$ cat src/rtl/vga_ctrl_pkg.sv
// VGA scan controller shared types, 640x480@60 timing defaults and
// colour-bar helpers used by the optional test pattern.
package vga_ctrl_pkg;

  localparam int COORD_W = 10;

  localparam int DEF_H_ACTIVE = 640;
  localparam int DEF_H_FP     = 16;
  localparam int DEF_H_SYNC   = 96;
  localparam int DEF_H_BP     = 48;
  localparam int DEF_V_ACTIVE = 480;
  localparam int DEF_V_FP     = 10;
  localparam int DEF_V_SYNC   = 2;
  localparam int DEF_V_BP     = 33;

  typedef logic [11:0] rgb444_t;

  typedef enum logic [1:0] {
    IDLE,
    RUN,
    STOP_PEND
  } scan_state_t;

  function automatic logic [2:0] bar_idx(
    input logic [COORD_W-1:0] x,
    input int unsigned        h_act
  );
    int unsigned t;
    t = (32'(x) * 32'd8) / h_act;
    return t[2:0];
  endfunction

  function automatic rgb444_t bar_rgb(input logic [2:0] b);
    return {{4{b[2]}}, {4{b[1]}}, {4{b[0]}}};
  endfunction

endpackage

$ cat src/rtl/vga_scan_ctrl_delay.sv
// Fixed-depth shift of per-pixel timing flags so they line up with
// data returned by the pixel source; cleared synchronously.
module vga_delay_line #(
  parameter int W     = 3,
  parameter int DEPTH = 2
) (
  input  logic         i_clk,
  input  logic         i_clr,
  input  logic [W-1:0] i_d,
  output logic [W-1:0] o_q
);

  logic [W-1:0] r_pipe [DEPTH];

  always_ff @(posedge i_clk) begin
    if (i_clr) begin
      for (int i = 0; i < DEPTH; i++) r_pipe[i] <= '0;
    end else begin
      r_pipe[0] <= i_d;
      for (int i = 1; i < DEPTH; i++) r_pipe[i] <= r_pipe[i-1];
    end
  end

  assign o_q = r_pipe[DEPTH-1];

endmodule

$ cat src/rtl/vga_scan_ctrl.sv
// VGA scan controller: H/V timeline, early pixel fetch, registered pins.
// Define VGA_TEST_PATTERN_EN to add tp_sel and the colour-bar generator.
module vga_scan_ctrl
  import vga_ctrl_pkg::*;
#(
  parameter int H_ACTIVE = DEF_H_ACTIVE,
  parameter int H_FP     = DEF_H_FP,
  parameter int H_SYNC   = DEF_H_SYNC,
  parameter int H_BP     = DEF_H_BP,
  parameter int V_ACTIVE = DEF_V_ACTIVE,
  parameter int V_FP     = DEF_V_FP,
  parameter int V_SYNC   = DEF_V_SYNC,
  parameter int V_BP     = DEF_V_BP,
  parameter bit SYNC_POL = 1'b0,
  parameter int PIPE_LAT = 2
) (
  input  logic               pll_clk,
  input  logic               rst,
  input  logic               pll_locked,
  input  logic               en,
  output logic               req_valid,
  output logic [COORD_W-1:0] req_x,
  output logic [COORD_W-1:0] req_y,
  output logic               frame_start,
  input  logic               pix_valid,
  input  rgb444_t            pix_rgb,
`ifdef VGA_TEST_PATTERN_EN
  input  logic               tp_sel,
`endif
  output rgb444_t            vga_rgb,
  output logic               vga_hs,
  output logic               vga_vs,
  output logic               underflow
);

  localparam int H_TOTAL = H_ACTIVE + H_FP + H_SYNC + H_BP;
  localparam int V_TOTAL = V_ACTIVE + V_FP + V_SYNC + V_BP;

  localparam logic [COORD_W-1:0] H_LAST = COORD_W'(H_TOTAL - 1);
  localparam logic [COORD_W-1:0] V_LAST = COORD_W'(V_TOTAL - 1);
  localparam logic [COORD_W-1:0] H_ACT  = COORD_W'(H_ACTIVE);
  localparam logic [COORD_W-1:0] V_ACT  = COORD_W'(V_ACTIVE);
  localparam logic [COORD_W-1:0] HS_BEG = COORD_W'(H_ACTIVE + H_FP);
  localparam logic [COORD_W-1:0] HS_END = COORD_W'(H_ACTIVE + H_FP + H_SYNC);
  localparam logic [COORD_W-1:0] VS_BEG = COORD_W'(V_ACTIVE + V_FP);
  localparam logic [COORD_W-1:0] VS_END = COORD_W'(V_ACTIVE + V_FP + V_SYNC);
  localparam logic [COORD_W-1:0] ONE    = COORD_W'(1);
  localparam logic               SP     = SYNC_POL;

  scan_state_t        r_state;
  scan_state_t        w_state_nxt;
  logic [COORD_W-1:0] r_h;
  logic [COORD_W-1:0] r_v;
  logic               w_frame_end;
  logic               w_run;
  logic               w_req;
  logic               w_hs_on;
  logic               w_vs_on;
  logic               w_d_act;
  logic               w_d_hs;
  logic               w_d_vs;
  logic               w_tp;
  rgb444_t            w_tp_rgb;
  rgb444_t            r_rgb;
  logic               r_hs;
  logic               r_vs;
  logic               r_uf;

  assign w_frame_end = (r_h == H_LAST) && (r_v == V_LAST);

  always_comb begin
    w_state_nxt = r_state;
    unique case (r_state)
      IDLE:      if (pll_locked && en) w_state_nxt = RUN;
      RUN:       if (!en) w_state_nxt = STOP_PEND;
      STOP_PEND: begin
        if (w_frame_end) w_state_nxt = IDLE;
        else if (en)     w_state_nxt = RUN;
      end
      default:   w_state_nxt = IDLE;
    endcase
    if (!pll_locked) w_state_nxt = IDLE;
  end

  always_ff @(posedge pll_clk) begin
    if (rst) r_state <= IDLE;
    else     r_state <= w_state_nxt;
  end

  // Counters sit at 0 while idle so a restart always begins at (0,0)
  always_ff @(posedge pll_clk) begin
    if (rst || r_state == IDLE || w_state_nxt == IDLE) begin
      r_h <= '0;
      r_v <= '0;
    end else if (r_h == H_LAST) begin
      r_h <= '0;
      r_v <= (r_v == V_LAST) ? '0 : r_v + ONE;
    end else begin
      r_h <= r_h + ONE;
    end
  end

  assign w_run   = (r_state != IDLE) && pll_locked;
  assign w_req   = w_run && (r_h < H_ACT) && (r_v < V_ACT);
  assign w_hs_on = w_run && (r_h >= HS_BEG) && (r_h < HS_END);
  assign w_vs_on = w_run && (r_v >= VS_BEG) && (r_v < VS_END);

  assign req_valid   = w_req;
  assign req_x       = w_req ? r_h : '0;
  assign req_y       = w_req ? r_v : '0;
  assign frame_start = w_run && (r_h == '0) && (r_v == '0);

`ifdef VGA_TEST_PATTERN_EN
  localparam int DW = 6;
  logic [DW-1:0] w_dl_in;
  logic [DW-1:0] w_dl_out;
  assign w_dl_in  = {bar_idx(r_h, H_ACTIVE), w_req, w_hs_on, w_vs_on};
  assign w_tp     = tp_sel;
  assign w_tp_rgb = bar_rgb(w_dl_out[5:3]);
`else
  localparam int DW = 3;
  logic [DW-1:0] w_dl_in;
  logic [DW-1:0] w_dl_out;
  assign w_dl_in  = {w_req, w_hs_on, w_vs_on};
  assign w_tp     = 1'b0;
  assign w_tp_rgb = '0;
`endif

  vga_delay_line #(
    .W     (DW),
    .DEPTH (PIPE_LAT)
  ) u_dly (
    .i_clk (pll_clk),
    .i_clr (rst || !pll_locked),
    .i_d   (w_dl_in),
    .o_q   (w_dl_out)
  );

  assign w_d_act = w_dl_out[2];
  assign w_d_hs  = w_dl_out[1];
  assign w_d_vs  = w_dl_out[0];

  always_ff @(posedge pll_clk) begin
    if (rst || !pll_locked) begin
      r_rgb <= '0;
      r_hs  <= ~SP;
      r_vs  <= ~SP;
    end else begin
      r_hs <= w_d_hs ? SP : ~SP;
      r_vs <= w_d_vs ? SP : ~SP;
      if (!w_d_act)       r_rgb <= '0;
      else if (w_tp)      r_rgb <= w_tp_rgb;
      else if (pix_valid) r_rgb <= pix_rgb;
      else                r_rgb <= '0;
    end
  end

  always_ff @(posedge pll_clk) begin
    if (rst || w_state_nxt == IDLE)            r_uf <= 1'b0;
    else if (w_d_act && !w_tp && !pix_valid) r_uf <= 1'b1;
  end

  assign vga_rgb   = r_rgb;
  assign vga_hs    = r_hs;
  assign vga_vs    = r_vs;
  assign underflow = r_uf;

endmodule

$ cat config.mk
export PLATFORM = sky130hd
export DESIGN_NAME = vga_scan_ctrl
export DESIGN_NICKNAME = d
export VERILOG_FILES = /design/src/rtl/vga_ctrl_pkg.sv /design/src/rtl/vga_scan_ctrl_delay.sv /design/src/rtl/vga_scan_ctrl.sv
export SDC_FILE = /design/constraint.sdc
export NUM_CORES = 1
export LEC_CHECK = 0
export CELL_PAD_IN_SITES_DETAIL_PLACEMENT = 1
export CELL_PAD_IN_SITES_GLOBAL_PLACEMENT = 1
export CORE_ASPECT_RATIO = 1.25
export CORE_MARGIN = 2
export CORE_UTILIZATION = 38
export CTS_BUF_LIST = sky130_fd_sc_hd__clkbuf_16
export DETAILED_ROUTE_END_ITERATION = 6
export HOLD_SLACK_MARGIN = 0.08
export PLACE_DENSITY_LB_ADDON = 0.08
export SLEW_MARGIN = 0
export SYNTH_ARGS = -nofsm -noshare
export SYNTH_HDL_FRONTEND = slang
export SYNTH_SLANG_ARGS = --single-unit
$ cat constraint.sdc
create_clock -name pll_clk -period 2.5 [get_ports pll_clk]
set_clock_uncertainty 0.1 [all_clocks]
set_input_delay 0.375 -clock pll_clk [delete_from_list [all_inputs] [get_ports pll_clk]]
set_output_delay 0.375 -clock pll_clk [all_outputs]
set_load 0.005 [all_outputs]
==> results.md, run 1 <==
- Fin crit period: 2410 ps
- IO Count: 54
- Dpl ws: -131 ps
- Syn Area/Cell: 9.15 sq um
- Starting Density: just under 40%
- P_leak: between 0.001 and 0.0015 uW
- Iteration-0 DRC Markers: 47
- Vias in the first global route: between 1500 and 2000
- CTS Buf Count: 5
- PwrDens: 516 mW/mm^2
- CTS H-tree lvls: 2
- Die ar.: ~0.0057 sq mm
- Layout Utilization: a little under three fifths
- Worst EP arrival: ~1900 ps
- Yosys cell types: 43
- Status: finished clean
- Syn nets: approximately 230
- Vias: between 1500 and 2000
- Synthesized flop and latch total: 43
- Placed Instances: 331
- Yosys warnings: 0
- Post-route DRC: 0
- Setup violators final: 0
- Routability cong.: 0.876
- Initial antenna violation count: 0
- Core Region: between 0.005 and 0.006 sq mm
- Rel. slew slack: between 60% and 70%
- Fin cells: approximately 340
- Clock sinks: 43
- Worst-Skew Late Latency: ~280 ps
- F_max: approximately 0.42 GHz
- Seq/Total Area, Yosys: around 44%
- Commonest non-fill, non-tap cell in the layout: clkdlybuf4s50_1
- Cells after Synth: between 200 and 250
- Nets: slightly above 300
- Hold-fix buffers at CTS: 0
- Max Cap Violations: 0
- Row cnt: 29
- Critical path required time: around 2000 ps
- Post-route ant nets: 0
- Total power: approximately 1500 uW
- Antenna Cells: 0
- Via density: 5.10
- Nature of the critical path endpoint: output pin
- Hpwl dp: slightly below 4000 um
- DRT Wirelength: 5460 um
- CTS tree: yes
- Clock root cell: clkbuf_16
- Tcrit/Tclk final: slightly below 100%
- IO buf count: 52
- Worst-margin pin slew: 536 ps
- Fraction of layout cells with a size suffix above 1: 16.0%
- CP Launch Type: flip-flop
- Clock buffer depth: 2
- Final worst slack: slightly above 90 ps
- RSZ-0062 raised after global routing: no
- CP max FO: 7
- Max VDD drop: between 0.4 and 0.5 mV
- First-pass iteration count of the detailed router: 4
- Grt total ovfl: 0
- DR WL/cell: between 15 and 20 um
- Pin count of the biggest net entering global routing: 14
- Die X-Extent: 67.9 um
- Synthesized area: between 0.0015 and 0.002 sq mm
- Hold slack: about 270 ps
- Final Hold Vio Count: 0
- Die Span Y: approximately 84 um
- Clock-pin slew on the worst setup and hold paths: 60 ps
- P&R area growth vs syn: 46.5%
- Total Routing Usage GR: 20.5%
- Kind of critical path: flip-flop to output pin
- Hold Crit Class: flip-flop to flip-flop
- First-pass GRT wire length: 8910 um
- Commonest non-fill, non-tap cells in the layout: 49 x clkdlybuf4s50_1, 40 x dfxtp_1, 31 x and2_1
- Max Slew Vio Count: 0
## Yosys cell counts, drive strengths merged
cell    number  area (sq um)
conb         1          3.75
nand3b       1          7.51
or3          5          41.3
nor4bb       2          20.0
nand2       16          67.6
nor2        15          56.3
nand3        8          40.0
and3b        1          8.76
nor3         9          72.6
o21bai       1          7.51
nand4b       1          8.76
o221ai       1          8.76
and4         2          22.5
buf          7          46.3
nor4         7          50.1
xnor2        5          43.8
dfxtp       43           861
nor4b        1          8.76
and3         4          25.0
and2        31           194
a311oi       1          8.76
ha           4          50.1
nand2b       1          6.26
o21ai        6          30.0
or4          1          7.51
nand4        8          65.1
a211oi       1          7.51
nor2b        3          18.8
a21oi       10          50.1
o31ai        2          20.0
xor2         6          52.6
inv          5          18.8
clkbuf       3          11.3
## layout make-up
| class | instances | area [sq um] |
|---|---|---|
| well taps | 62 | 77.6 |
| flip-flops and latches | 43 | 865 |
| multi-input cells | 154 | 1040 |
| inverters | 5 | 18.8 |
| repair buffers | 72 | 682 |
| clock inverters | 3 | 38.8 |
| fillers | 573 | 2160 |
| clock buffers | 5 | 125 |
## final timing paths
kind	endpoint	startpoint	slack [ps]	cells after the start
setup / recovery	req_y[5]	r_v[8]$_SDFFE_PP0P_	90	6
hold / removal	vga_vs$_SDFF_PP1_	u_dly.r_pipe[0][3]$_SDFF_PP0_	270	1
setup reg to reg	r_v[5]$_SDFFE_PP0P_	r_h[0]$_SDFF_PP0_	460	6
hold reg to reg	vga_vs$_SDFF_PP1_	u_dly.r_pipe[0][3]$_SDFF_PP0_	270	1
## state kept, by name (all words and copies together) (netlist names)
signal        cells
r_state           2
u_dly.r_pipe      6
underflow         1
r_v              10
r_h              10
vga_hs            1
vga_rgb          12
vga_vs            1
## cell families (layout without fill, tap and decap cells)
logic type | after synthesis | after routing | synth area share [%]
simple gates | 116 | 116 | 37.1
flops | 43 | 43 | 44.4
compound gates | 22 | 22 | 6.83
buf+inv | 15 | 85 | 3.93
other cells | 1 | 1 | 0.193
fa+ha+maj | 4 | 4 | 2.58
xor+xnor | 11 | 11 | 4.96
## routing by layer
metal,track usage (%),wire length (um),up-vias
li1,-,-,871
met3,4.86,277,4
met4,4.36,36,0
met1,23.9,2220,829
met5,0,0,-
met2,37.0,2930,50
## stage by stage
| step | setup TNS (ps) | cell area, sq um |
|---|---|---|
| 4_1_cts | 0 | 2820 |
| 3_3_place_gp | -955 | 2590 |
| 6_report | 0 | 2840 |
| 3_5_place_dp | -1660 | 2590 |
| 5_1_grt | 0 | 2840 |
| 2_1_floorplan | 0 | 1940 |
## timing repair
action,4_1_cts,5_1_grt
pin swaps,2,2
setup endpoints to repair,16,14
buffers inserted,2,2
gates resized for setup,13,5
cloned,1,0
## report_power, final
group | switching, uW | internal (uW) | total (uW)
sequential | 1.66 | 687 | 688
combinational | 19.7 | 34.5 | 54.3
clock | 258 | 466 | 723
## critical path, stage by stage (launching register included)
cell and delay, ps:
dfxtp_1 360, nand4_1 200, nand2_2 110, nor3_4 210, buf_6 160, and2_1 120, clkdlybuf4s50_1 490
No activity file was read; power rests on OpenSTA's default activity.
==> run 2, diff against run 1 <==
- HOLD_SLACK_MARGIN: 0.08 -> 0.1
==> results of run 2 <==
Final layout, timing and power as in run 1 (identical DEF).
==> run 3, diff against run 2 <==
- ABC_CLOCK_PERIOD_IN_PS: not set -> 2500
==> results of run 3 <==
Final layout, timing and power as in run 1 (identical DEF).
